==> src/rtl/tmds_encoder.sv <==
`default_nettype none
// ============================================================================
// Module   : tmds_encoder
// Brief    : TMDS 8b/10b channel encoder, two-stage pipeline with running
//            disparity. Optional raw-symbol bypass enabled by TMDS_BYPASS_EN.
// Revision : 1.0  initial release
// ============================================================================
module tmds_encoder #(
    parameter int PIPE_BLANK = 1
) (
    input  logic       pixel_clock,
    input  logic       reset,
    input  logic [7:0] data,
    input  logic [1:0] ctl,
    input  logic       blank,
`ifdef TMDS_BYPASS_EN
    input  logic       raw_en,
    input  logic [9:0] raw_sym,
`endif
    output logic [9:0] tmds
);

    localparam logic [9:0] c_SYM_CTL00 = 10'b1101010100;
    localparam logic [9:0] c_SYM_CTL01 = 10'b0010101011;
    localparam logic [9:0] c_SYM_CTL10 = 10'b0101010100;
    localparam logic [9:0] c_SYM_CTL11 = 10'b1010101011;

    logic [3:0]        w_n1d;
    logic              w_use_xnor;
    logic [8:0]        w_qm;
    logic [8:0]        r_qm;
    logic              w_blank_s2;
    logic [1:0]        w_ctl_s2;
    logic [3:0]        w_n1q;
    logic signed [5:0] w_disp;
    logic signed [5:0] w_cnt_next;
    logic signed [5:0] r_cnt;
    logic [9:0]        w_sym;
    logic [9:0]        r_tmds;

    // Stage 1: transition-minimising XOR/XNOR chain
    always_comb begin
        w_n1d = '0;
        for (int i = 0; i < 8; i++) begin
            w_n1d = w_n1d + {3'b000, data[i]};
        end
        w_use_xnor = (w_n1d > 4'd4) || ((w_n1d == 4'd4) && !data[0]);
        w_qm       = '0;
        w_qm[0]    = data[0];
        for (int i = 1; i < 8; i++) begin
            w_qm[i] = w_use_xnor ? ~(w_qm[i-1] ^ data[i]) : (w_qm[i-1] ^ data[i]);
        end
        w_qm[8] = ~w_use_xnor;
    end

    generate
        if (PIPE_BLANK != 0) begin : g_pipe_blank
            logic       r_blank_d1;
            logic [1:0] r_ctl_d1;

            always_ff @(posedge pixel_clock) begin
                if (reset) begin
                    r_blank_d1 <= 1'b1;
                    r_ctl_d1   <= 2'b00;
                end else begin
                    r_blank_d1 <= blank;
                    r_ctl_d1   <= ctl;
                end
            end

            assign w_blank_s2 = r_blank_d1;
            assign w_ctl_s2   = r_ctl_d1;
        end else begin : g_no_pipe_blank
            // Caller already aligned blank/ctl with the stage-2 data
            assign w_blank_s2 = blank;
            assign w_ctl_s2   = ctl;
        end
    endgenerate

`ifdef TMDS_BYPASS_EN
    logic       r_raw_en_d1;
    logic [9:0] r_raw_sym_d1;

    always_ff @(posedge pixel_clock) begin
        if (reset) begin
            r_raw_en_d1  <= 1'b0;
            r_raw_sym_d1 <= '0;
        end else begin
            r_raw_en_d1  <= raw_en;
            r_raw_sym_d1 <= raw_sym;
        end
    end
`endif

    // Stage 2: DC-balance selection; w_disp = n1q - n0q = 2*n1q - 8
    always_comb begin
        w_n1q = '0;
        for (int i = 0; i < 8; i++) begin
            w_n1q = w_n1q + {3'b000, r_qm[i]};
        end
        w_disp = $signed({1'b0, w_n1q, 1'b0}) - 6'sd8;

        if ((r_cnt == 6'sd0) || (w_n1q == 4'd4)) begin
            w_sym      = {~r_qm[8], r_qm[8], r_qm[8] ? r_qm[7:0] : ~r_qm[7:0]};
            w_cnt_next = r_qm[8] ? (r_cnt + w_disp) : (r_cnt - w_disp);
        end else if ((!r_cnt[5] && (w_n1q > 4'd4)) || (r_cnt[5] && (w_n1q < 4'd4))) begin
            w_sym      = {1'b1, r_qm[8], ~r_qm[7:0]};
            w_cnt_next = r_cnt - w_disp + (r_qm[8] ? 6'sd2 : 6'sd0);
        end else begin
            w_sym      = {1'b0, r_qm[8], r_qm[7:0]};
            w_cnt_next = r_cnt + w_disp - (r_qm[8] ? 6'sd0 : 6'sd2);
        end

        if (w_blank_s2) begin
            case (w_ctl_s2)
                2'b00:   w_sym = c_SYM_CTL00;
                2'b01:   w_sym = c_SYM_CTL01;
                2'b10:   w_sym = c_SYM_CTL10;
                default: w_sym = c_SYM_CTL11;
            endcase
            w_cnt_next = '0;
        end

`ifdef TMDS_BYPASS_EN
        // Raw symbols win over everything and leave the disparity untouched
        if (r_raw_en_d1) begin
            w_sym      = r_raw_sym_d1;
            w_cnt_next = r_cnt;
        end
`endif
    end

    always_ff @(posedge pixel_clock) begin
        if (reset) begin
            r_qm   <= '0;
            r_tmds <= c_SYM_CTL00;
            r_cnt  <= '0;
        end else begin
            r_qm   <= w_qm;
            r_tmds <= w_sym;
            r_cnt  <= w_cnt_next;
        end
    end

    assign tmds = r_tmds;

endmodule
`default_nettype wire
==> config.mk <==
export PLATFORM = sky130hd
export DESIGN_NAME = tmds_encoder
export DESIGN_NICKNAME = d
export VERILOG_FILES = /design/src/rtl/tmds_encoder.sv
export SDC_FILE = /design/constraint.sdc
export NUM_CORES = 1
export LEC_CHECK = 0
export ABC_AREA = 1
export CAP_MARGIN = 20
export CORE_AREA = 5 5 73 75
export CTS_CLUSTER_DIAMETER = 100
export DETAILED_ROUTE_END_ITERATION = 10
export DIE_AREA = 0 0 78 80
export DONT_BUFFER_PORTS = 1
export GPL_ROUTABILITY_DRIVEN = 0
export GPL_TIMING_DRIVEN = 0
export SYNTH_ARGS = -nofsm -noshare
export SYNTH_HDL_FRONTEND = slang
export SYNTH_SLANG_ARGS = --single-unit
==> constraint.sdc <==
create_clock -name pixel_clock -period 10.75 [get_ports pixel_clock]
set_input_delay 1.075 -clock pixel_clock [delete_from_list [all_inputs] [get_ports pixel_clock]]
set_output_delay 1.075 -clock pixel_clock [all_outputs]
set_load 0.01 [all_outputs]
==> results.json, run 1 <==
{
  "ys_seq_elements": 27,
  "critPathRequiredTime_ns": 10.92,
  "critPathArrivalTime_ns": 4.75,
  "synthArstFlopShare_pct": 0,
  "slowest_delay_ns": 0.55,
  "first_pass_iters": 5,
  "crit_chain": "inv_1 > fa_1 > fa_1 > fa_1 > inv_1 > ha_1 > fa_1 > xnor2_1 > inv_1 > ha_1 > ha_1 > a21oi_1 > nand2_1 > xor2_1 > nor2_1 > nor2_1 > nand3_1 > nand2_1 > inv_1",
  "place_hpwl_um": 3770,
  "grt_pass1_wl_um": 7460,
  "cts_root_buffer": "clkbuf_8",
  "cts_max_level": 1,
  "layout.nets": 357,
  "syn_area_um2": 2180,
  "antenna_found_initial": 0,
  "yosys_warnings": 0,
  "critPathMaxFanout": 6,
  "layout-drive-gt1-share_pct": 5.21,
  "syn-instance-count": 303,
  "grt_max_degree": 16,
  "synth_cell_types": 30,
  "cp-start-kind": "register",
  "grt_pass1_vias": 1644,
  "synth_flop_cell": "dfxtp_1",
  "end_kind": "register",
  "fin_worst_skew_ns": 0.00515,
  "synth_nets": 352,
  "grt-ovfl-total": 0,
  "dieHeight_um": 80,
  "drtAntennaViolNets": 0,
  "die-area_um2": 6240,
  "fillers": 462,
  "coreArea_um2": 4600,
  "ys_top_cells_by_count": "inv_1, nand2_1, nand3_1",
  "critPathSlowestCell": "fa_1",
  "setup_violations": 0,
  "hold_viol_final": 0,
  "period_needed_ns": 4.58,
  "fmax_ghz": 0.218,
  "period_share_pct": 42.6,
  "status": "finished, final reports clean",
  "wire_per_inst_um": 12.2,
  "cts_tree": "built",
  "slew_viol_final": 0,
  "io_buffers": 0,
  "ctsLongestPathBuffers": 2,
  "hold_buffers": 0,
  "hold_path.class": "register to register",
  "num_rows": 25,
  "synth_area_leader_cell": "dfxtp_1",
  "start_util_pct": 47.4,
  "postCtsSetupBuffers": 0,
  "clock_sinks": 27,
  "ctsResizeCount": 0,
  "yosysMostFrequentCell": "inv_1",
  "tns_ns": 0,
  "drc": 0,
  "cts_buffers": 3,
  "ys_seq_area_share_pct": 24.8,
  "synth_edf_count": 0,
  "vias": 1763,
  "die_x_um": 78,
  "clock_latency_ns": 0.27,
  "rsz0062_at_grt": "false",
  "io_pins": 23,
  "worst_pin_slew_ns": 0.569,
  "maxCapViolations": 0,
  "max_slew_margin_pct": 61.7,
  "drt_iter0_drc": 86,
  "syn_avg_cell_area_um2": 7.20,
  "vias_per_cell": 4.88,
  "synthTopCellsByArea": "dfxtp_1, ha_1, inv_1",
  "synth_top_area_share_pct": 24.8,
  "criticalPathCategory": "register to register",
  "drt_wl_total_um": 4390,
  "antenna_cells": 0,
  "path_clk_slew_ns": 0.09,
  "area_growth_pct": 5.22,
  "track_usage_pct": 14.6
}
## metrics by stage
stage	hold WS [ns]	instance area [µm²]	std cells	setup slack, ns	utilization, %
3_5_place_dp	0.521	2250	357	6.18	48.9
5_1_grt	0.573	2290	361	5.85	49.9
2_1_floorplan	0.476	2180	303	6.56	-
6_report	0.534	2290	361	6.17	49.9
3_3_place_gp	0.524	2250	357	6.17	48.9
4_1_cts	0.536	2290	361	6.16	49.9
## flip-flops by register name (all words and copies together) (netlist names)
register / count
tmds: 10
r_qm: 9
r_cnt: 5
g_pipe_blank.r_ctl_d1: 2
g_pipe_blank.r_blank_d1: 1
## kinds of logic after synthesis
kind of cell	Yosys count	synth area share [%]
simple gates	128	26.2
buf+inv	67	12.0
compound gates	39	10.2
fa+ha+maj	36	24.1
flops	27	24.8
xor+xnor	6	2.75
## placed cells by master, fill, tap and decap left out, types with 2 or more instances in the layout
cell	instances
inv_1	63
nand3_1	30
fa_1	10
nand2_1	62
clkbuf_8	3
ha_1	26
o21ai_1	4
nand3b_1	4
o211ai_1	3
nand2_4	2
xnor2_1	3
xor2_1	2
nor2_1	24
nor2_4	2
dfxtp_1	27
o21ai_0	12
a21oi_1	15
## cell type report
cell class,instances,area [µm²],area share [%]
plain buffers,2,15.0,0.654
clock buffers,3,41.3,1.80
clock inverters,1,5.00,0.218
inverters,65,246,10.7
multi-input cells,209,1380,60.1
flip-flops and latches,27,541,23.6
well taps,54,67.6,2.94
## metal layers
layer	up-vias	global-route usage [%]	share of wire (%)
li1	951	-	-
met1	783	19.5	49
met4	0	2.53	0.64
met3	2	2.93	4.3
met2	27	24.7	46
met5	-	0	0
## critical path: cells and delay by family, from the launching register on
family | cells | cell delay (ns)
AO/OA/AOI/OAI | 1 | 0.16
XOR/XNOR | 2 | 0.47
adder cells (fa/ha/maj) | 7 | 2.80
buffers and inverters | 4 | 0.26
flip-flops | 1 | 0.34
AND/OR/NAND/NOR | 5 | 0.46
## final timing paths
| check | to | cells after the start | slack (ns) | startpoint |
|---|---|---|---|---|
| setup / recovery | r_cnt[5] | 19 | 6.17 | r_qm[0] |
| hold / removal | tmds[7] | 2 | 0.53 | r_qm[7] |
| setup reg to reg | r_cnt[5] | 19 | 6.17 | r_qm[0] |
| hold reg to reg | tmds[7] | 2 | 0.53 | r_qm[7] |
Power of run 1 is left out: the tool's default activity adds up to more than one toggle a clock period on the data nets, which glitch-free logic cannot reach.
==> run 2: changes to the inputs <==
- PLACE_DENSITY: unset -> 0.65
- clock period: 10.75 -> 3.8 ns (I/O delays scaled with it)
==> run 2 against run 1 <==
Against the previous run: the run now ends with negative setup slack left; first-iteration DRC count down 2.3%; via count is 9.5% higher; wire length is 10% higher; global-route usage increased by 1.9 points; largest cell class unchanged; highest routed layer unchanged.
==> results.json, run 2 (same netlist as run 1, synthesis figures left out) <==
{
  "io_pins": 23,
  "final_common_cell": "inv_1",
  "grt-ovfl-total": 0,
  "vias_per_cell": 5.14,
  "grt_pass1_wl_um": 8390,
  "io_buffers": 0,
  "criticalPathCategory": "register to register",
  "grt_max_degree": 15,
  "setup_violations": 13,
  "drtAntennaViolNets": 0,
  "largest_reg_flops": 10,
  "max_slew_margin_pct": 60.2,
  "critPathMaxFanout": 4,
  "fin_cells": 376,
  "num_rows": 25,
  "final_cell_mix": "inv_1, nand2_1, nand3_1, dfxtp_1",
  "ctsLongestPathBuffers": 2,
  "drt_iter0_drc": 84,
  "crit_start": "r_qm[0]",
  "drt_wl_total_um": 4850,
  "layout.nets": 372,
  "hold_end": "r_qm[4]",
  "status": "finished, violations left",
  "worst_hold_startpoint": "data[4]",
  "slew_viol_final": 0,
  "wire_per_inst_um": 12.9,
  "rr_startpoint": "r_qm[0]",
  "maxCapViolations": 0,
  "critPathRequiredTime_ns": 4.00,
  "clock_sinks": 27,
  "fmax_ghz": 0.246,
  "rsz0062_at_grt": "true",
  "fin_worst_skew_ns": 0.0104,
  "r2r-end": "r_cnt[3]",
  "rrSetupSlack_ns": -0.26,
  "hold_depth": 1,
  "place_hpwl_um": 3730,
  "start_util_pct": 47.4,
  "cts_tree": "built",
  "dieHeight_um": 80,
  "fin_util_pct": 58.6,
  "antenna_cells": 0,
  "dp_cells": 357,
  "worstRegToRegCells": 15,
  "end_kind": "register",
  "period_needed_ns": 4.06,
  "area_growth_pct": 23.6,
  "die_x_um": 78,
  "first_pass_iters": 4,
  "violations": "negative setup slack",
  "hold_path.class": "primary input to register",
  "cts_max_level": 1,
  "track_usage_pct": 16.5,
  "period_share_pct": 107,
  "fillers": 428,
  "cts_root_buffer": "clkbuf_8",
  "critPathArrivalTime_ns": 4.26,
  "hold_viol_final": 0,
  "cts_buffers": 3,
  "grt_pass1_vias": 1924,
  "fin_ws_ns": -0.259,
  "cp-start-kind": "register",
  "clock_latency_ns": 0.27,
  "die-area_um2": 6240,
  "layout-drive-gt1-share_pct": 27.3,
  "path_clk_slew_ns": 0.09,
  "hold_buffers": 0,
  "drc": 0,
  "worst_pin_slew_ns": 0.592,
  "coreArea_um2": 4600,
  "antenna_found_initial": 0,
  "vias": 1931
}
-- run 2: through the flow --
stage | setup WS (ns) | area, µm² | hold slack (ns) | setup TNS (ns)
3_3_place_gp | -0.359 | 2300 | 0.482 | -3.09
2_1_floorplan | -0.0970 | 2230 | 0.470 | -0.155
5_1_grt | -0.416 | 2700 | 0.199 | -3.50
4_1_cts | -0.341 | 2610 | 0.204 | -1.88
6_report | -0.259 | 2700 | 0.210 | -1.38
3_5_place_dp | -0.393 | 2300 | 0.482 | -3.25
-- run 2: how the worst max path moves through the flow --
stage | endpoint | slack (ns)
6_report | r_cnt[3] | -0.26
5_1_grt | r_cnt[5] | -0.42
3_5_place_dp | r_cnt[5] | -0.39
4_1_cts | r_cnt[5] | -0.34
2_1_floorplan | r_cnt[5] | -0.1
3_3_place_gp | r_cnt[5] | -0.36
-- run 2: repair_timing --
action / in CTS / in global routing
gates resized for setup: 48 / 17
cloned: 1 / 0
pin swaps: 32 / 12
setup buffers: 10 / 4
endpoints found under the setup margin: 13 / 14
-- run 2: final cells by class --
cell class,count,area [µm²],area share [%]
tap,54,67.6,2.51
timing repair buffer,15,124,4.60
buffer,2,15.0,0.557
multi-input combinational,209,1650,61.2
inverter,65,249,9.24
clock buffer,4,45.0,1.67
sequential,27,544,20.2
-- run 2: worst max-delay path, stage by stage, from the launching register on --
cell      delay [ns]
dfxtp_2         0.34
inv_2           0.05
fa_1            0.54
fa_1            0.42
fa_1            0.51
inv_2           0.05
ha_4            0.15
fa_2            0.60
inv_2           0.06
fa_2            0.60
ha_4            0.15
inv_2           0.04
nor2_4          0.12
nand3b_1        0.13
nand3_1         0.07
a31oi_1         0.15
-- run 2: per-layer routing --
layer  wire (µm)  vias to the layer above  track usage (%)
li1            -                      983                -
met1        2010                      876             19.2
met2        2450                       58             29.4
met3         258                       14             3.39
met4         131                        0             6.42
met5           0                        -                0
Power of run 2 is left out for the same reason.
